### config.mk
export PLATFORM = sky130hd
export DESIGN_NAME = cfg_frame_loader
export DESIGN_NICKNAME = d
export VERILOG_FILES = /design/src/rtl/cfg_frame_loader.sv
export SDC_FILE = /design/constraint.sdc
export NUM_CORES = 1
export LEC_CHECK = 0
export ABC_CLOCK_PERIOD_IN_PS = 8100
export BUFFER_PORTS_ARGS = -buffer_cell sky130_fd_sc_hd__buf_2
export CORE_ASPECT_RATIO = 1.5
export CORE_MARGIN = 3
export CORE_UTILIZATION = 25
export CTS_CLUSTER_SIZE = 20
export DETAILED_ROUTE_END_ITERATION = 8
export PLACE_DENSITY = 0.46
export SYNTH_ARGS = -nofsm -noshare
export SYNTH_HDL_FRONTEND = slang
export SYNTH_SLANG_ARGS = --single-unit
### constraint.sdc
create_clock -name clk -period 8.1 [get_ports clk]
set_clock_uncertainty 0.15 [all_clocks]
set_input_delay 1.62 -clock clk [delete_from_list [all_inputs] [get_ports clk]]
set_output_delay 1.62 -clock clk [all_outputs]
set_load 0.005 [all_outputs]
### src/rtl/cfg_frame_loader.sv
// Parses UART host frames (sync, cmd, payload, csum) into writes on the channel-parameter RAM port.
// Outputs register on the edge that consumes a byte; no backpressure, every rx_valid byte is taken.
module cfg_frame_loader #(
    parameter logic [7:0] SYNC_BYTE      = 8'hA5,
    parameter int         N_PARAM        = 112,
    parameter int         TIMEOUT_CYCLES = 500000
) (
    input  logic       clk,
    input  logic       rst,
    input  logic [7:0] rx_data,
    input  logic       rx_valid,
    output logic [7:0] ram_in,
    output logic [7:0] ram_w_addr,
    output logic       ram_write,
    output logic       busy,
    output logic       frame_ok,
    output logic       frame_err,
    output logic [1:0] err_code
);

    typedef enum logic [2:0] {IDLE, CMD, LOAD, CSUM, STARTWR} state_t;

    localparam int CW = $clog2(TIMEOUT_CYCLES + 1);

    state_t        state, state_nxt;
    logic [7:0]    addr, addr_nxt;
    logic [7:0]    sum, sum_nxt;
    logic [7:0]    sum_add;
    logic          is_start, is_start_nxt;
    logic [CW-1:0] cnt, cnt_nxt;
    logic          timing, timeout;
    logic [7:0]    ram_in_nxt, ram_w_addr_nxt;
    logic          ram_write_nxt, frame_ok_nxt, frame_err_nxt;
    logic [1:0]    err_code_nxt;

    assign sum_add = sum + rx_data;
    assign timing  = (state == CMD) || (state == LOAD) || (state == CSUM);
    // Fires on the idle edge that would bring the counter to TIMEOUT_CYCLES; a byte on that edge wins.
    assign timeout = timing && !rx_valid && (cnt == CW'(TIMEOUT_CYCLES - 1));

    always_comb begin
        state_nxt      = state;
        addr_nxt       = addr;
        sum_nxt        = sum;
        is_start_nxt   = is_start;
        cnt_nxt        = (!timing || rx_valid) ? '0 : cnt + 1'b1;
        ram_in_nxt     = ram_in;
        ram_w_addr_nxt = ram_w_addr;
        ram_write_nxt  = 1'b1;
        frame_ok_nxt   = 1'b0;
        frame_err_nxt  = 1'b0;
        err_code_nxt   = err_code;

        case (state)
            IDLE: begin
                if (rx_valid && rx_data == SYNC_BYTE) state_nxt = CMD;
            end
            CMD: begin
                if (rx_valid) begin
                    case (rx_data)
                        8'h01: begin
                            state_nxt    = LOAD;
                            addr_nxt     = 8'(N_PARAM);
                            sum_nxt      = 8'h01;
                            is_start_nxt = 1'b0;
                        end
                        8'h02: begin
                            state_nxt    = CSUM;
                            sum_nxt      = 8'h02;
                            is_start_nxt = 1'b1;
                        end
                        default: begin
                            state_nxt     = IDLE;
                            frame_err_nxt = 1'b1;
                            err_code_nxt  = 2'd1;
                        end
                    endcase
                end
            end
            LOAD: begin
                if (rx_valid) begin
                    ram_in_nxt     = rx_data;
                    ram_w_addr_nxt = addr;
                    ram_write_nxt  = 1'b0;
                    sum_nxt        = sum_add;
                    addr_nxt       = addr - 8'd1;
                    if (addr == 8'd1) state_nxt = CSUM;
                end
            end
            CSUM: begin
                if (rx_valid) begin
                    if (sum_add != 8'd0) begin
                        state_nxt     = IDLE;
                        frame_err_nxt = 1'b1;
                        err_code_nxt  = 2'd2;
                    end else if (is_start) begin
                        // Start write issues here; frame_ok follows from STARTWR.
                        state_nxt      = STARTWR;
                        ram_in_nxt     = 8'hFF;
                        ram_w_addr_nxt = 8'd0;
                        ram_write_nxt  = 1'b0;
                    end else begin
                        state_nxt    = IDLE;
                        frame_ok_nxt = 1'b1;
                    end
                end
            end
            STARTWR: begin
                state_nxt    = IDLE;
                frame_ok_nxt = 1'b1;
            end
            default: state_nxt = IDLE;
        endcase

        if (timeout) begin
            state_nxt     = IDLE;
            frame_err_nxt = 1'b1;
            err_code_nxt  = 2'd3;
        end
    end

    always_ff @(posedge clk) begin
        if (rst) begin
            state      <= IDLE;
            addr       <= 8'd0;
            sum        <= 8'd0;
            is_start   <= 1'b0;
            cnt        <= '0;
            ram_in     <= 8'd0;
            ram_w_addr <= 8'd0;
            ram_write  <= 1'b1;
            busy       <= 1'b0;
            frame_ok   <= 1'b0;
            frame_err  <= 1'b0;
            err_code   <= 2'd0;
        end else begin
            state      <= state_nxt;
            addr       <= addr_nxt;
            sum        <= sum_nxt;
            is_start   <= is_start_nxt;
            cnt        <= cnt_nxt;
            ram_in     <= ram_in_nxt;
            ram_w_addr <= ram_w_addr_nxt;
            ram_write  <= ram_write_nxt;
            busy       <= (state_nxt != IDLE);
            frame_ok   <= frame_ok_nxt;
            frame_err  <= frame_err_nxt;
            err_code   <= err_code_nxt;
        end
    end

endmodule

## Word-level counts from Yosys, hierarchy flattened

Index checks and enable logic that the tools add are counted.
W data, S select, Z words.

- Bits in registers: 61
- Word-level logic and storage cells: 106

- Add/subtract/negate cells: 3
- Equal/unequal tests: 20
- Mux-type cells: 49
- Reductions and logical operators: 22

Operator list:

| kind | count |
|---|---|
| $mux W8 | 13 |
| $pmux W8 S2 | 5 |
| $mux W3 | 8 |
| $add A19 B1 Y19 const B | 1 |
| $eq A19 B19 Y1 const B | 1 |
| $eq A8 B1 Y1 const B | 2 |
| $pmux W3 S4 | 1 |
| $mux W1 | 11 |
| $mux W2 | 5 |
| $ne A2 B2 Y1 const B | 5 |
| $reduce_and A5 Y1 | 2 |
| $ne A3 B3 Y1 const B | 3 |
| $add A8 B8 Y8 | 1 |
| $eq A8 B2 Y1 const B | 1 |
| $eq A8 B8 Y1 const B | 1 |
| $pmux W1 S2 | 4 |
| $pmux W2 S2 | 2 |
| $reduce_and A4 Y1 | 2 |
| $reduce_bool A8 Y1 | 1 |
| $sub A8 B1 Y8 const B | 1 |
| $eq A3 B2 Y1 const B | 2 |
| $reduce_bool A2 Y1 | 3 |
| $reduce_bool A3 Y1 | 2 |
| $reduce_or A2 Y1 | 2 |
| 10 further kinds | 15 |

## Longest topological paths before layout

Gate-level depths: netlist of run 1.

- Depth in word-level cells: 7
- Gate-level depth with buffers: 10

## Worst setup path before layout of run 1

Ideal clock, no wire load.

- Kind: input to register
- From: input rx_data[0]
- To: register ram_in[1]
- Data arrival time: 3.846 ns
- Required time: 7.861 ns
- Setup slack: 4.015 ns
- Cell stages on the path: 10
- Cells stage by stage: ha_1 inv_1 fa_1 nand2b_1 a21o_1 a311o_1 or2_1 or4_4 buf_6 a221oi_4

- Longest elaborated chain between the ends: 4

RTL lines:

| what | line | source |
|---|---|---|
| from (decl) | 10 | `input logic [7:0] rx_data,` |
| $add A8 B8 Y8 | 36 | `assign sum_add = sum + rx_data;` |
| $reduce_bool A8 Y1 | 92 | `if (sum_add != 8'd0) begin` |
| $ne A2 B2 Y1 (no line) | n/a |  |
| $reduce_and A5 Y1 (no line) | n/a |  |
| to (signal assigned) | 142 | `ram_in <= ram_in_nxt;` |
| to (decl) | 12 | `output logic [7:0] ram_in,` |

No other way between the ends.
A chain may end at the register's enable or synchronous reset.

## Worst setup path in the final report of run 1

- From: input rx_data[0]
- To: register ram_w_addr[0]

- Longest elaborated chain between the ends: 4

RTL lines:

| what | line | source |
|---|---|---|
| $add A8 B8 Y8 | 36 |  |
| $reduce_bool A8 Y1 | 92 |  |
| $ne A2 B2 Y1 (no line) | n/a |  |
| $reduce_and A5 Y1 (no line) | n/a |  |
| to (signal assigned) | 143 | `ram_w_addr <= ram_w_addr_nxt;` |
| to (decl) | 13 | `output logic [7:0] ram_w_addr,` |

No other way between the ends.

==> impl_metrics.py, run 1 <==
metrics = {
    "route": {
        "drc": 0,
        "dr.pass1.iters": 4,
        "num_vias": 2616,
        "antenna_left": 0,
        "drt-wirelength-per-cell_um": 14.3,
        "vias_per_cell": 4.81,
        "dr.first_iter.drc_count": 94,
        "drt-total-wl_um": 7800,
    },
    "run": {
        "maxCapViolCount": 0,
    },
    "die": {
        "core-area_um2": 11700,
        "fp.dieH_um": 141,
        "ios": 33,
        "start_util_pct": 26.1,
        "die_area_um2": 13600,
        "dieWidth_um": 96.2,
        "rows": 48,
    },
    "cts": {
        "cts_setup_buffers": 0,
        "cts.sinks": 61,
        "clk_latency_ns": 0.33,
        "ctsLongestPathBuffers": 2,
        "numCtsBuffers": 9,
        "cts_resized": 0,
        "tritoncts": "done",
        "htree_levels": 3,
        "root_buffer": "clkbuf_16",
        "holdBufCountCts": 0,
        "clk_pin_slew_worst_paths_ns": 0.05,
    },
    "placed_design": {
        "dp_hpwl_um": 5650,
        "globalplace.congestion": 0.773,
        "pre_cts_ws_ns": 3.65,
        "numPortBuffers": 32,
        "dp.cells": 528,
    },
    "hold_path": {
        "worstHoldPathType": "reg -> reg",
        "hp-start": "cnt[0]",
        "worstHoldPathCells": 1,
    },
    "logic_synthesis": {
        "ys_ff_latch": 61,
        "synthArstFlopShare_pct": 0,
        "syn_area_per_cell_um2": 8.46,
        "synth_top_cell_by_area": "dfxtp_1",
        "synthesis.area_um2": 3050,
        "synth_fp_nets": 383,
        "synth.yosys.warnings": 0,
        "yosysTopAreaCellShare_pct": 40.0,
        "synthTopCellsByArea": "dfxtp_1, nor2_1, xor2_1",
        "synthCells": 361,
        "synthTopCellsByCount": "nor2_1, dfxtp_1, nand3_1",
        "synth.distinct_cells": 52,
        "synth_edf_count": 0,
        "yosysMostFrequentCell": "nor2_1",
        "synth_flop_cell": "dfxtp_1",
        "ys_seq_area_share_pct": 40.0,
    },
    "power": {
        "ir_worst_vdd_mv": 0.0943,
        "power.density_nw_per_um2": 188,
        "total_power_mw": 0.680,
        "p_leak_nw": 1.29,
    },
    "global_route": {
        "antenna_found_initial": 0,
        "grt_pass1_vias": 2646,
        "grt_use_total_pct": 12.5,
        "overflow": 0,
        "grt_max_degree": 28,
        "grt_pass1_wl_um": 13100,
    },
    "critical_path": {
        "critical_path_peak_fanout": 9,
        "crit_arrival_ns": 4.07,
        "crit_chain": "buf_2 > ha_1 > inv_1 > fa_1 > nand2b_1 > a21oi_1 > xor2_1 > or3_4 > nor4_2 > o32ai_1",
        "start_kind": "input port",
        "crit_cells": 10,
        "slowest_stage": "nor4_2",
        "path_buf_inv": 2,
        "ff2ff_path_depth": 9,
        "path_delay_family": "simple AND/OR/NAND/NOR gates",
        "slowest_delay_ns": 0.68,
        "r2r_start": "sum[0]",
        "crit_required_ns": 8.12,
        "cp-end-kind": "flip-flop",
        "crit_type": "in -> reg",
        "worstSetupStartpoint": "rx_data[0]",
    },
    "timing": {
        "period_needed_ns": 4.05,
        "min_period_over_period_pct": 50.0,
        "setup_slack_ns": 4.05,
        "hold_viol": 0,
        "worst_pin_slew_ns": 0.830,
        "setup_viol": 0,
        "rsz0062_at_grt": "no",
        "slew_headroom_pct": 44.5,
        "fmax_mhz": 247,
        "fin_tns_setup_ns": 0,
        "drv_slew": 0,
    },
    "layout": {
        "fin_util_pct": 30.9,
        "nets": 411,
        "fillerInstances": 1279,
        "fin_cells": 544,
        "drive_gt1_share_pct": 16.2,
        "antenna_cells": 0,
        "syn_to_final_growth_pct": 18.6,
    },
    "run_status": {
        "outcome": "finished, final reports clean",
    },
}
==> worst register-to-register path, cell delays in order, from the launching register on <==
cell and delay, ns:
dfxtp_1 0.34, ha_1 0.18, inv_1 0.06, fa_1 0.39, nand2b_1 0.20, a21oi_1 0.17
xor2_1 0.10, or3_4 0.36, nor4_2 0.68, o32ai_1 0.20
==> logic make-up (layout without fill, tap and decap cells) <==
kind of cell / Yosys count / count (layout) / synth area share [%]
adders and majority gates: 11 / 11 / 4.75
buffers and inverters: 30 / 63 / 3.93
xor gates and xnor gates: 25 / 25 / 7.17
and+or+nand+nor: 164 / 164 / 27.0
DFF: 61 / 61 / 40.0
AOI/OAI and AO/OA: 70 / 70 / 17.2
==> power breakdown <==
part / leakage, nW / switching, mW / total [mW] / internal [mW]
sequential: 0.491 / 0.0000387 / 0.300 / 0.300
clock: 0.138 / 0.135 / 0.357 / 0.222
combinational: 0.661 / 0.0159 / 0.0225 / 0.00658
==> worst paths after layout <==
path              slack (ns)            end
hold reg to reg         0.31         cnt[0]
hold / removal          0.31         cnt[0]
setup reg to reg        5.12  ram_w_addr[0]
setup / recovery        4.05  ram_w_addr[0]
==> routing by layer <==
layer  track usage [%]  routed length, um  vias to the layer above  part of all wire, %
met5                 0                  0                        -                    0
met4              4.42                154                        0                  2.0
met3              4.62                378                       12                  4.8
met2              20.7               3790                       40                   49
met1              14.7               3480                     1227                   45
li1                  -                  -                     1337                    -
==> per-stage QoR <==
| step | area [um^2] | hold slack [ns] |
|---|---|---|
| after floorplan | 3050 | 0.276 |
| after global placement | 3340 | 0.297 |
| after detailed placement | 3340 | 0.311 |
| after CTS | 3620 | 0.319 |
| after global routing | 3620 | 0.339 |
| final | 3620 | 0.314 |
==> flip-flops by register name, indices dropped and copies added (netlist names) <==
name,cells
cnt,19
frame_ok,1
is_start,1
ram_w_addr,8
sum,8
state,3
ram_in,8
addr,8
err_code,2
busy,1
ram_write,1
frame_err,1
==> cells in the final DEF, fill, tap and decap left out, drive strengths merged, types with 7 or more instances in the layout <==
master	n
clkbuf	12
o21ai	16
a211oi	10
xor2	20
nor2	62
nand3	33
dfxtp	61
a21oi	15
nand2	16
or3	7
inv	14
buf	33
ha	10
==> layout make-up <==
type / count / area [um^2] / share of cell area [%]
clock buffer: 12 / 256 / 7.09
clock inverter: 4 / 22.5 / 0.622
multi-input combinational: 270 / 1710 / 47.3
sequential: 61 / 1220 / 33.7
timing repair buffer: 33 / 168 / 4.63
tap: 150 / 188 / 5.18
inverter: 14 / 52.6 / 1.45
Note: power is estimated with default switching activity, not from simulation.
==> run 2: changes to the inputs <==
- ABC_CLOCK_PERIOD_IN_PS: 8100 -> 4200
- clock period: 8.1 -> 4.2 ns (I/O delays scaled with it)
==> impl_metrics.py, run 2 (same netlist as run 1, synthesis figures left out) <==
metrics = {
    "timing": {
        "whs_ns": 0.310,
        "fin_tns_setup_ns": 0,
        "period_needed_ns": 3.22,
        "worst_pin_slew_ns": 0.875,
        "setup_viol": 0,
        "slew_headroom_pct": 41.5,
        "min_period_over_period_pct": 76.6,
        "fmax_mhz": 311,
        "hold_viol": 0,
        "rsz0062_at_grt": "no",
        "drv_slew": 0,
        "setup_slack_ns": 0.983,
    },
    "layout": {
        "largest-register": "cnt",
        "antenna_cells": 0,
        "drive_gt1_share_pct": 16.2,
        "mostFrequentLayoutCells": "nor2_1, dfxtp_1, nand3_1",
        "layout_commonest_cell": "nor2_1",
        "syn_to_final_growth_pct": 20.0,
        "nets": 412,
        "fin_util_pct": 31.3,
        "largest_reg_flops": 19,
        "fin_cells": 544,
    },
    "placed_design": {
        "dp.cells": 529,
        "globalplace.congestion": 0.828,
        "dp_hpwl_um": 5670,
        "numPortBuffers": 32,
        "pre_cts_ws_ns": 0.653,
    },
    "critical_path": {
        "path_buf_inv": 2,
        "crit_type": "in -> reg",
        "crit_required_ns": 4.29,
        "r2r-end": "ram_in[1]",
        "ff2ff_path_depth": 9,
        "slowest_delay_ns": 0.55,
        "crit_arrival_ns": 3.31,
        "start_kind": "input port",
        "critical_path_peak_fanout": 8,
        "slowest_stage": "or4_4",
        "cp-end-kind": "flip-flop",
        "r2r_start": "sum[0]",
        "regToRegSetupSlack_ns": 1.27,
        "crit_chain": "buf_2 > ha_1 > inv_1 > fa_1 > nand2b_1 > a21o_1 > a311o_1 > or2_1 > or4_4 > a221oi_4",
        "path_delay_family": "simple AND/OR/NAND/NOR gates",
    },
    "die": {
        "ios": 33,
        "dieWidth_um": 96.2,
        "die_area_um2": 13600,
        "start_util_pct": 26.1,
        "core-area_um2": 11700,
        "rows": 48,
        "fp.dieH_um": 141,
    },
    "hold_path": {
        "worstHoldPathType": "reg -> reg",
        "hp-start": "sum[0]",
        "min_to": "sum[0]",
        "worstHoldPathCells": 2,
    },
    "cts": {
        "cts_setup_buffers": 0,
        "cts_resized": 0,
        "numCtsBuffers": 9,
        "clk_latency_ns": 0.33,
        "tritoncts": "done",
        "clk_pin_slew_worst_paths_ns": 0.05,
        "cts.sinks": 61,
        "ctsLongestPathBuffers": 2,
        "htree_levels": 3,
        "root_buffer": "clkbuf_16",
        "holdBufCountCts": 0,
    },
    "route": {
        "antenna_left": 0,
        "vias_per_cell": 4.88,
        "dr.first_iter.drc_count": 101,
        "drc": 0,
        "num_vias": 2656,
        "dr.pass1.iters": 4,
        "drt-total-wl_um": 7900,
        "drt-wirelength-per-cell_um": 14.5,
    },
    "power": {
        "power.density_nw_per_um2": 386,
        "ir_worst_vdd_mv": 0.195,
        "p_leak_nw": 1.31,
    },
    "global_route": {
        "grt_pass1_vias": 2722,
        "antenna_found_initial": 0,
        "grt_use_total_pct": 12.7,
        "grt_pass1_wl_um": 13300,
        "grt_max_degree": 28,
        "overflow": 0,
    },
    "run": {
        "maxCapViolCount": 0,
    },
    "run_status": {
        "outcome": "finished, final reports clean",
    },
}
-- run 2: changes by cell type in the layout (fill, tap and decap cells not counted) --
cell	previous run	this run
buf_4	1	2
bufinv_16	0	2
clkinv_2	3	1
clkbuf_8	2	1
-- run 2: per-stage QoR --
stage | cell area [um^2] | total power [mW]
finish | 3660 | 1.41
global route | 3660 | 1.47
CTS | 3660 | 1.44
detailed placement | 3350 | 0.635
global placement | 3350 | 0.635
floorplan | 3050 | 0.618
-- run 2: power breakdown --
part | switching [mW] | total (mW) | internal (mW)
Combinational | 0.0304 | 0.0431 | 0.0127
Sequential | 0.0000768 | 0.579 | 0.579
Clock | 0.259 | 0.790 | 0.531
-- run 2: how the worst max path moves through the flow --
stage	slack, ns	start	to	cells past startpoint
after floorplan	0.90	rx_data[0]	ram_in[1]	10
after global placement	0.68	rx_data[0]	ram_in[1]	10
after global routing	0.89	rx_data[0]	frame_ok	10
after CTS	1.0	rx_data[0]	ram_in[1]	10
final	0.98	rx_data[0]	ram_in[1]	10
after detailed placement	0.65	rx_data[0]	frame_ok	10
-- run 2: area by class of cell --
class | instances | area, um^2
fillers | 1281 | 8050
repair buffers | 34 | 175
well taps | 150 | 188
flip-flops and latches | 61 | 1220
multi-input cells | 270 | 1710
clock buffers | 11 | 243
inverters | 14 | 52.6
clock inverters | 4 | 72.6
-- run 2: worst reg2reg max path: cells and delay by family, from the launching register on --
kind	cells	cell delay, ns
simple gates	3	1.01
compound gates	3	0.72
fa+ha+maj	2	0.57
flops	1	0.33
buf+inv	1	0.06
-- run 2: per-layer routing --
metal / up-vias / global-route usage [%] / part of all wire, %
li1: 1342 / - / -
met1: 1251 / 14.8 / 44
met2: 44 / 21.0 / 50
met3: 19 / 3.29 / 3.4
met4: 0 / 6.67 / 2.9
met5: - / 0 / 0
==> run 3: changes to the inputs <==
- ABC_CLOCK_PERIOD_IN_PS: 4200 -> 2850
- PLACE_DENSITY: 0.46 -> 0.47
- clock period: 4.2 -> 2.85 ns (I/O delays scaled with it)
==> impl_metrics.py, run 3 (same netlist as run 1, synthesis figures left out) <==
metrics = {
    "run_status": {
        "outcome": "finished, final reports clean",
    },
    "timing": {
        "rsz0062_at_grt": "yes",
        "hold_viol": 0,
        "period_needed_ns": 2.79,
        "setup_viol": 0,
        "fmax_mhz": 359,
        "min_period_over_period_pct": 97.8,
        "drv_slew": 0,
        "setup_slack_ns": 0.0618,
        "slew_headroom_pct": 55.4,
        "worst_pin_slew_ns": 0.669,
    },
    "die": {
        "core-area_um2": 11700,
        "fp.dieH_um": 141,
        "dieWidth_um": 96.2,
        "ios": 33,
        "die_area_um2": 13600,
        "rows": 48,
        "start_util_pct": 26.1,
    },
    "route": {
        "topRoutingLayerUsed": "met4",
        "num_vias": 2786,
        "drt-wirelength-per-cell_um": 14.4,
        "drt-total-wl_um": 8310,
        "drc": 0,
        "dr_wl_met3_um": 271,
        "dr.first_iter.drc_count": 139,
        "antenna_left": 0,
        "dr.pass1.iters": 4,
        "vias_per_cell": 4.82,
        "wl_met2_um": 4340,
        "m1WireLength_um": 3550,
    },
    "cts": {
        "root_buffer": "clkbuf_16",
        "tritoncts": "done",
        "numCtsBuffers": 9,
        "clk_pin_slew_worst_paths_ns": 0.05,
        "cts.sinks": 61,
        "clk_latency_ns": 0.33,
        "htree_levels": 3,
        "ctsLongestPathBuffers": 2,
    },
    "critical_path": {
        "cp-end-kind": "flip-flop",
        "start_kind": "flip-flop",
        "critical_path_peak_fanout": 8,
        "ff2ff_path_depth": 9,
        "crit_required_ns": 2.94,
        "crit_type": "reg -> reg",
        "crit_arrival_ns": 2.88,
    },
    "power": {
        "power.density_nw_per_um2": 553,
        "p_leak_nw": 1.52,
        "total_power_mw": 2.22,
        "ir_worst_vdd_mv": 0.321,
    },
    "layout": {
        "largest-register": "cnt",
        "largest_reg_flops": 19,
        "fillerInstances": 1263,
        "fin_cells": 578,
        "syn_to_final_growth_pct": 31.4,
        "nets": 446,
        "antenna_cells": 0,
        "mostFrequentLayoutCells": "nor2_1, dfxtp_1, buf_4",
        "drive_gt1_share_pct": 25.5,
        "layout_commonest_cell": "nor2_1",
    },
    "placed_design": {
        "globalplace.congestion": 0.753,
        "numPortBuffers": 32,
        "pre_cts_ws_ns": -0.360,
        "dp.cells": 560,
        "dp_hpwl_um": 6190,
    },
    "global_route": {
        "antenna_found_initial": 0,
        "grt_max_degree": 28,
        "grt_use_total_pct": 12.8,
        "overflow": 0,
        "grt_pass1_vias": 2763,
        "grt_pass1_wl_um": 13700,
    },
    "hold_path": {
        "worstHoldPathCells": 1,
        "worstHoldPathType": "reg -> reg",
    },
    "run": {
        "maxCapViolCount": 0,
    },
}
[run 3: metrics by stage]
step	cell area, um^2	hold slack [ns]	setup TNS, ns	utilization [%]
finish	4010	0.305	0	34.3
CTS	3970	0.311	0	33.9
global placement	3600	0.295	-4.39	30.8
global route	4010	0.351	-0.0842	34.3
floorplan	3080	0.276	-0.959	-
detailed placement	3600	0.298	-4.94	30.8
[run 3: report_power, final]
| part | total [mW] | switching (mW) | internal (mW) |
|---|---|---|---|
| Sequential | 0.854 | 0.000123 | 0.854 |
| Combinational | 0.0911 | 0.0522 | 0.0389 |
| Clock | 1.27 | 0.379 | 0.894 |
| Total | 2.22 | 0.432 | 1.79 |
[run 3: critical path, cell delays in order (launching register included)]
cell and delay [ns]:
dfxtp_2 0.36, ha_4 0.14, inv_2 0.04, fa_2 0.35, buf_4 0.15, xor2_2 0.14
nand4b_1 0.10, or3_4 0.40, or4_4 0.63, a221oi_4 0.25
[run 3: what timing repair did]
item / CTS / global route
gates resized for setup: 3 / 6
hold buffers: 0 / 0
pin swaps: 4 / 7
setup endpoints to repair: 9 / 11
buffers inserted: 1 / 2
[run 3: final timing paths]
path	startpoint	slack (ns)	endpoint
max	sum[0]	0.06	ram_in[1]
min	cnt[0]	0.30	cnt[0]
max reg2reg	sum[0]	0.06	ram_in[1]
min reg2reg	cnt[0]	0.30	cnt[0]
[run 3: final cells by class]
cell class	count	area, um^2	share of cell area (%)
clock buffer	11	253	6.30
clock inverter	4	95.1	2.37
inverter	14	52.6	1.31
multi-input combinational	270	1770	44.1
sequential	61	1220	30.5
tap	150	188	4.68
timing repair buffer	68	433	10.8
[run 3: routing by layer]
layer | up-vias | track usage, %
li1 | 1412 | -
met5 | - | 0
met1 | 1327 | 14.9
met2 | 35 | 22.4
met3 | 12 | 2.60
met4 | 0 | 5.40
